$ cat src/rtl/vscale_fetch_buffer.sv
// Instruction fetch buffer: issues sequential fetches from fetch_pc and queues
// responses {inst, pc, badmem} in a circular buffer for the decode stage.
module vscale_fetch_buffer #(
    parameter int                 XPR_LEN  = 32,
    parameter int                 DEPTH    = 4,
    parameter logic [XPR_LEN-1:0] RESET_PC = 32'h0000_0200
) (
    input  logic                         clk,
    input  logic                         reset,
    output logic                         imem_req,
    output logic [XPR_LEN-1:0]           imem_addr,
    input  logic                         imem_wait,
    input  logic [XPR_LEN-1:0]           imem_rdata,
    input  logic                         imem_badmem_e,
    input  logic                         redirect,
    input  logic [XPR_LEN-1:0]           redirect_pc,
    input  logic                         deq_ready,
    output logic                         deq_valid,
    output logic [XPR_LEN-1:0]           deq_inst,
    output logic [XPR_LEN-1:0]           deq_pc,
    output logic                         deq_badmem,
    output logic [$clog2(DEPTH+1)-1:0]   count
);

    localparam int PW = $clog2(DEPTH);
    localparam int CW = $clog2(DEPTH + 1);
    localparam logic [CW:0] DEPTH_W = (CW + 1)'(DEPTH);

    typedef enum logic {
        ST_RUN  = 1'b0,
        ST_HALT = 1'b1
    } state_e;

    state_e               state_q, state_d;
    logic [XPR_LEN-1:0]   fetch_pc_q, fetch_pc_d;
    logic [XPR_LEN-1:0]   resp_pc_q, resp_pc_d;
    logic                 resp_pending_q, resp_pending_d;
    logic [PW-1:0]        head_q, head_d;
    logic [PW-1:0]        tail_q, tail_d;
    logic [CW-1:0]        count_q, count_d;

    logic [XPR_LEN-1:0]   inst_mem_q [DEPTH];
    logic [XPR_LEN-1:0]   pc_mem_q   [DEPTH];
    logic                 bad_mem_q  [DEPTH];

    logic [CW:0]          occupancy_s;
    logic                 space_s;
    logic                 accept_s;
    logic                 enq_s;
    logic                 deq_s;

    // An in-flight response already owns a slot, so it counts against space.
    assign occupancy_s = {1'b0, count_q} + {{CW{1'b0}}, resp_pending_q};
    assign space_s     = (occupancy_s < DEPTH_W);

    assign imem_req  = !reset && !redirect && (state_q == ST_RUN) && space_s;
    assign imem_addr = fetch_pc_q;
    assign accept_s  = imem_req && !imem_wait;
    assign enq_s     = resp_pending_q && !redirect;
    assign deq_s     = (count_q != {CW{1'b0}}) && deq_ready && !redirect;

    assign deq_valid  = !reset && (count_q != {CW{1'b0}});
    assign count      = reset ? {CW{1'b0}} : count_q;
    assign deq_inst   = inst_mem_q[head_q];
    assign deq_pc     = pc_mem_q[head_q];
    assign deq_badmem = bad_mem_q[head_q];

    // Fetch PC, response tracking and queue pointer/occupancy next state.
    always_comb begin
        fetch_pc_d     = fetch_pc_q;
        resp_pc_d      = resp_pc_q;
        resp_pending_d = 1'b0;
        head_d         = head_q;
        tail_d         = tail_q;
        count_d        = count_q;
        if (redirect) begin
            fetch_pc_d = redirect_pc;
            head_d     = {PW{1'b0}};
            tail_d     = {PW{1'b0}};
            count_d    = {CW{1'b0}};
        end else begin
            if (accept_s) begin
                fetch_pc_d     = fetch_pc_q + XPR_LEN'(4);
                resp_pc_d      = fetch_pc_q;
                resp_pending_d = 1'b1;
            end else begin
                resp_pending_d = 1'b0;
            end
            if (enq_s) begin
                tail_d = tail_q + PW'(1);
            end else begin
                tail_d = tail_q;
            end
            if (deq_s) begin
                head_d = head_q + PW'(1);
            end else begin
                head_d = head_q;
            end
            case ({enq_s, deq_s})
                2'b10:   count_d = count_q + CW'(1);
                2'b01:   count_d = count_q - CW'(1);
                default: count_d = count_q;
            endcase
        end
    end

    // RUN/HALT: a queued fault stops fetching until the next redirect.
    always_comb begin
        state_d = state_q;
        if (redirect) begin
            state_d = ST_RUN;
        end else if (enq_s && imem_badmem_e) begin
            state_d = ST_HALT;
        end else begin
            state_d = state_q;
        end
    end

    // Control state registers; reset has priority over every other update.
    always_ff @(posedge clk) begin
        if (reset) begin
            state_q        <= ST_RUN;
            fetch_pc_q     <= RESET_PC;
            resp_pc_q      <= {XPR_LEN{1'b0}};
            resp_pending_q <= 1'b0;
            head_q         <= {PW{1'b0}};
            tail_q         <= {PW{1'b0}};
            count_q        <= {CW{1'b0}};
        end else begin
            state_q        <= state_d;
            fetch_pc_q     <= fetch_pc_d;
            resp_pc_q      <= resp_pc_d;
            resp_pending_q <= resp_pending_d;
            head_q         <= head_d;
            tail_q         <= tail_d;
            count_q        <= count_d;
        end
    end

    // Queue storage; contents need no reset because occupancy gates them.
    always_ff @(posedge clk) begin
        if (!reset && enq_s) begin
            inst_mem_q[tail_q] <= imem_rdata;
            pc_mem_q[tail_q]   <= resp_pc_q;
            bad_mem_q[tail_q]  <= imem_badmem_e;
        end
    end

endmodule

$ cat config.mk
export PLATFORM = sky130hd
export DESIGN_NAME = vscale_fetch_buffer
export DESIGN_NICKNAME = d
export VERILOG_FILES = /design/src/rtl/vscale_fetch_buffer.sv
export SDC_FILE = /design/constraint.sdc
export NUM_CORES = 1
export LEC_CHECK = 0
export CELL_PAD_IN_SITES_DETAIL_PLACEMENT = 1
export CELL_PAD_IN_SITES_GLOBAL_PLACEMENT = 1
export CORE_MARGIN = 10
export CORE_UTILIZATION = 45
export DETAILED_ROUTE_END_ITERATION = 8
export PLACE_DENSITY = 0.88
export REMOVE_ABC_BUFFERS = 1
export SLEW_MARGIN = 20
export SYNTH_ARGS = -nofsm -noshare
export SYNTH_HDL_FRONTEND = slang
export SYNTH_SLANG_ARGS = --single-unit
$ cat constraint.sdc
create_clock -name clk -period 6 [get_ports clk]
set_input_delay 1.8 -clock clk [delete_from_list [all_inputs] [get_ports clk]]
set_output_delay 1.8 -clock clk [all_outputs]
set_load 0.02 [all_outputs]
# ---- Word level (Yosys, flattened, before mapping)
# Memory sizes are Yosys's and may differ from the RTL's. A register that Yosys moved wholly into a read port is not among the register bits.
# Index checks and enable logic that the tools add are counted.
dict set report word_totals {
  register_bits 73
  ram_bits 260
  memories 3
  latch_bits 0
  romBits 0
}
dict set report op_classes {
  magnitude_cmp 1
  n_mul 0
  bitwise 2
  n_eq_ne 2
  n_div 0
  muxes 13
  addsub 6
  shift 0
  reduce_logical 18
}
# name depth word_bits rd rd_ports_with_merged_regs wr line
set mem_list {}
lappend mem_list {inst_mem_q 4 32 1 1 1 42} ;# logic [XPR_LEN-1:0] inst_mem_q [DEPTH];
lappend mem_list {pc_mem_q 4 32 1 1 1 43} ;# logic [XPR_LEN-1:0] pc_mem_q [DEPTH];
lappend mem_list {bad_mem_q 4 1 1 1 1 44} ;# logic bad_mem_q [DEPTH];
# cell count
set op_table {}
lappend op_table {{$mux 32} 2}
lappend op_table {{$add 32x3->32 const B} 1}
lappend op_table {{$mux 2} 6}
lappend op_table {{$logic_and 1x1->1} 10}
lappend op_table {{$pmux 3 s2} 1}
lappend op_table {{$add 2x1->2 const B} 2}
lappend op_table {{$add 3x1->4} 1}
lappend op_table {{$lt 4x3->1 const B} 1}
lappend op_table {{$reduce_bool 2->1} 2}
lappend op_table {{$add 3x1->3 const B} 1}
lappend op_table {{$logic_not 1->1} 3}
lappend op_table {{$mux 1} 3}
lappend op_table {{$mux 3} 1}
lappend op_table {{$reduce_bool 3->1} 1}
lappend op_table {{$sub 3x1->3 const B} 1}
lappend op_table {{$eq 2x1->1 const B} 1}
lappend op_table {{$eq 2x2->1 const B} 1}
lappend op_table {{$not 1->1} 2}
lappend op_table {{$reduce_and 2->1} 1}
lappend op_table {{$reduce_or 2->1} 1}

# ---- Logic depth before layout (Yosys ltp)
dict set report depth {
  ltp_word 7
  ltp_mapped 10
  mapped_depth_nobuf 8
}

# ---- Worst setup path after synthesis
# Ideal clock, no wire load.
dict set report synth_timing {
  path_kind {input to output}
  start {input redirect}
  end {output imem_req}
  cell_stages 4
  arrival_ns 2.722
  path_slack_ns 1.478
  required_ns 4.200
  cell_sequence {or2_2 > clkbuf_1 > clkbuf_1 > nor2_1}
}
dict set report synth_via {
  elab_chain_len 4
}
# item line
set synth_lines {}
lappend synth_lines {{start, declared} 15} ;# input logic redirect,
lappend synth_lines {{$logic_not 1->1} 56} ;# assign imem_req = !reset && !redirect && (state_q == ST_RUN) && space_s;
lappend synth_lines {{$logic_and 1x1->1 (3 in series)} 56}
lappend synth_lines {{end, declared} 10} ;# output logic imem_req,
# Every way passes these cells.

# ---- Worst setup path in the final report
# Same ends and word-level chain as after synthesis.

==> reports/metrics.yaml <==
cts:
  root_buffer: "clkbuf_16"
  htreeDepth: 2
  post_cts_buffers: 0
  hold_buffers: 0
  clock_path_buffers: 3
  insertion_delay_ns: 0.51
  clk_pin_slew_ns: 0.06
  cts_resized: 0
  cts_buffers: 37
  cts_sinks: 335
  cts_tree: "built"
die:
  pin_count: 172
  std_cell_rows: 61
  die_h_um: 188.3
  initial_core_util: 0.4577
  core-area_um2: 27860
  die_area_um2: 35470
  die_w_um: 188.3
drt:
  drc: 0
  avgRoutedWirePerCell_um: 23.57
  drt_wl_total_mm: 31.73
  drtIter0Drc: 452
  vias: 7261
  antenna_left: 0
  via_per_inst: 5.395
  drtPass1Iterations: 4
grt:
  grt_pass1_wl_mm: 48.94
  grt_pass1_vias: 7958
  grt.overflow.total: 0
  antenna_found_initial: 0
  track_usage: 0.1767
  grt_start_max_net_pins: 66
layout:
  fin_nets: 1015
  fillCellCount: 2549
  fin_area_um2: 16080
  mostFrequentLayoutCells: "edfxtp_1, clkdlybuf4s50_1, nand2_1, dfxtp_1, mux4_2"
  drive_gt1_frac: 0.1468
  area_delta_synth_final_pct: 26.11
  final_common_cell: "edfxtp_1"
synthesis:
  synthArstFlopShare: 0
  synth_edf_count: 260
  yosysWarningCount: 0
  ys_ff_latch: 335
  synth-main-ff-cell: "edfxtp_1"
  syn-instance-count: 758
  ys_types: 45
  synth.avg_cell_area_um2: 16.82
  ys_seq_area_frac: 0.7301
  synth_area_um2: 12750
sta:
  setup_violations: 0
  hold_viol_final: 0
  skew_ns: 0.009739
  tightest_slew_ns: 1.077
  fin_crit_sh: 0.8804
  maxSlewViolCount: 0
  max_slew_margin: 0.2818
  tns_ns: 0
  max_freq_ghz: 0.1893
  post-route-min-period_ns: 5.282
  rsz0062_at_grt: "false"
worst_setup_path:
  endpoint_kind: "output port"
  r2r_cells: 5
  required_ns: 4.20
  crit_type: "input port to output port"
  worstSetupStartpointType: "input port"
  arrival_ns: 3.48
  worstPathMaxFanout: 15
status:
  outcome: "complete, no violations"
worst_hold_path:
  hold_path_class: "register to register"
  holdPathStages: 2
power:
  p_per_area_nw_per_um2: 303.5
  ir_drop_v: 0.0001723
  p_leak_nw: 5.265
place:
  hpwl_mm: 20.39
  place_area_um2: 14850
  place_congestion: 0.8182
  portBuffers: 171
flow_run:
  cap_violations: 0
-- worst max-delay path: stages --
cell,delay (ns)
clkdlybuf4s50_1,0.43
or2_2,0.45
nor2_1,0.17
clkdlybuf4s50_1,0.63
-- metrics by stage --
stage          setup slack [ns]  hold slack (ns)  utilization  std cells  power, mW
6_report                 0.7176           0.4897       0.5772       1346      4.881
5_1_grt                  0.6450           0.5153       0.5771       1345      5.054
4_1_cts                  0.6938           0.4894       0.5742       1342      4.935
3_5_place_dp             0.7053           0.4725       0.5330       1274      2.797
3_3_place_gp             0.7395           0.4546       0.5330       1274      2.786
2_1_floorplan            0.7065           0.4379            -        718      2.656
-- cell families (layout without fill, tap and decap cells) --
group           after synthesis  after routing  share of synthesized area
compound gates               76             76                    0.03542
xor+xnor                     25             25                    0.01717
fa+ha+maj                     7              7                   0.007457
buf+inv                      47            256                    0.01580
flops                       335            335                     0.7301
mux                          75             75                     0.1230
other cells                   0              1                          0
simple gates                193            193                    0.07104
-- report_power, final --
group / leakage, nW / internal, mW / switching (mW)
registers: 3.16 / 2.51 / 0.0351
logic: 1.55 / 0.0979 / 0.105
clock network: 0.560 / 1.26 / 0.870
-- registers in the layout, summed over array words and instances (netlist names), named ones only --
register	flops
bad_mem_q	4
pc_mem_q	128
imem_addr	32
tail_q	2
state_q	1
resp_pc_q	32
inst_mem_q	128
count_q	3
head_q	2
resp_pending_q	1
-- layout make-up --
| cell class | instances | area, µm² | area share |
|---|---|---|---|
| multi-input cells | 376 | 3261 | 0.2028 |
| repair buffers | 181 | 1854 | 0.1153 |
| flip-flops and latches | 335 | 9316 | 0.5794 |
| diodes | 1 | 2.502 | 0.0001556 |
| clock buffers | 55 | 1056 | 0.06567 |
| inverters | 7 | 26.28 | 0.001634 |
| clock inverters | 13 | 91.34 | 0.005680 |
| well taps | 378 | 473.0 | 0.02941 |
-- routing by layer --
metal	share of wire	GRT usage
met1	0.42	0.2187
met2	0.49	0.3001
met3	0.063	0.04874
met4	0.018	0.04609
met5	0	0
-- worst paths after layout --
check,from,to,slack (ns)
min reg2reg,state_q,state_q,0.49
max reg2reg,resp_pending_q,imem_addr[20],3.46
min,state_q,state_q,0.49
max,redirect,imem_req,0.72
-- Yosys cell counts (all sizes together), types with 6 or more instances --
cell | count | area, µm²
mux2i | 6 | 60.06
buf | 16 | 85.08
a21oi | 44 | 224.0
xor2 | 19 | 166.4
a211oi | 10 | 75.07
nor3 | 6 | 35.03
nand2 | 94 | 352.8
inv | 7 | 26.28
xnor2 | 6 | 52.55
nor2 | 35 | 138.9
clkbuf | 24 | 90.09
a31oi | 6 | 37.54
ha | 6 | 75.07
nand3 | 16 | 80.08
nand4 | 11 | 68.82
edfxtp | 260 | 7807
dfxtp | 75 | 1501
and3 | 10 | 62.56
mux4 | 65 | 1464
(Power assumes the default switching activity.)
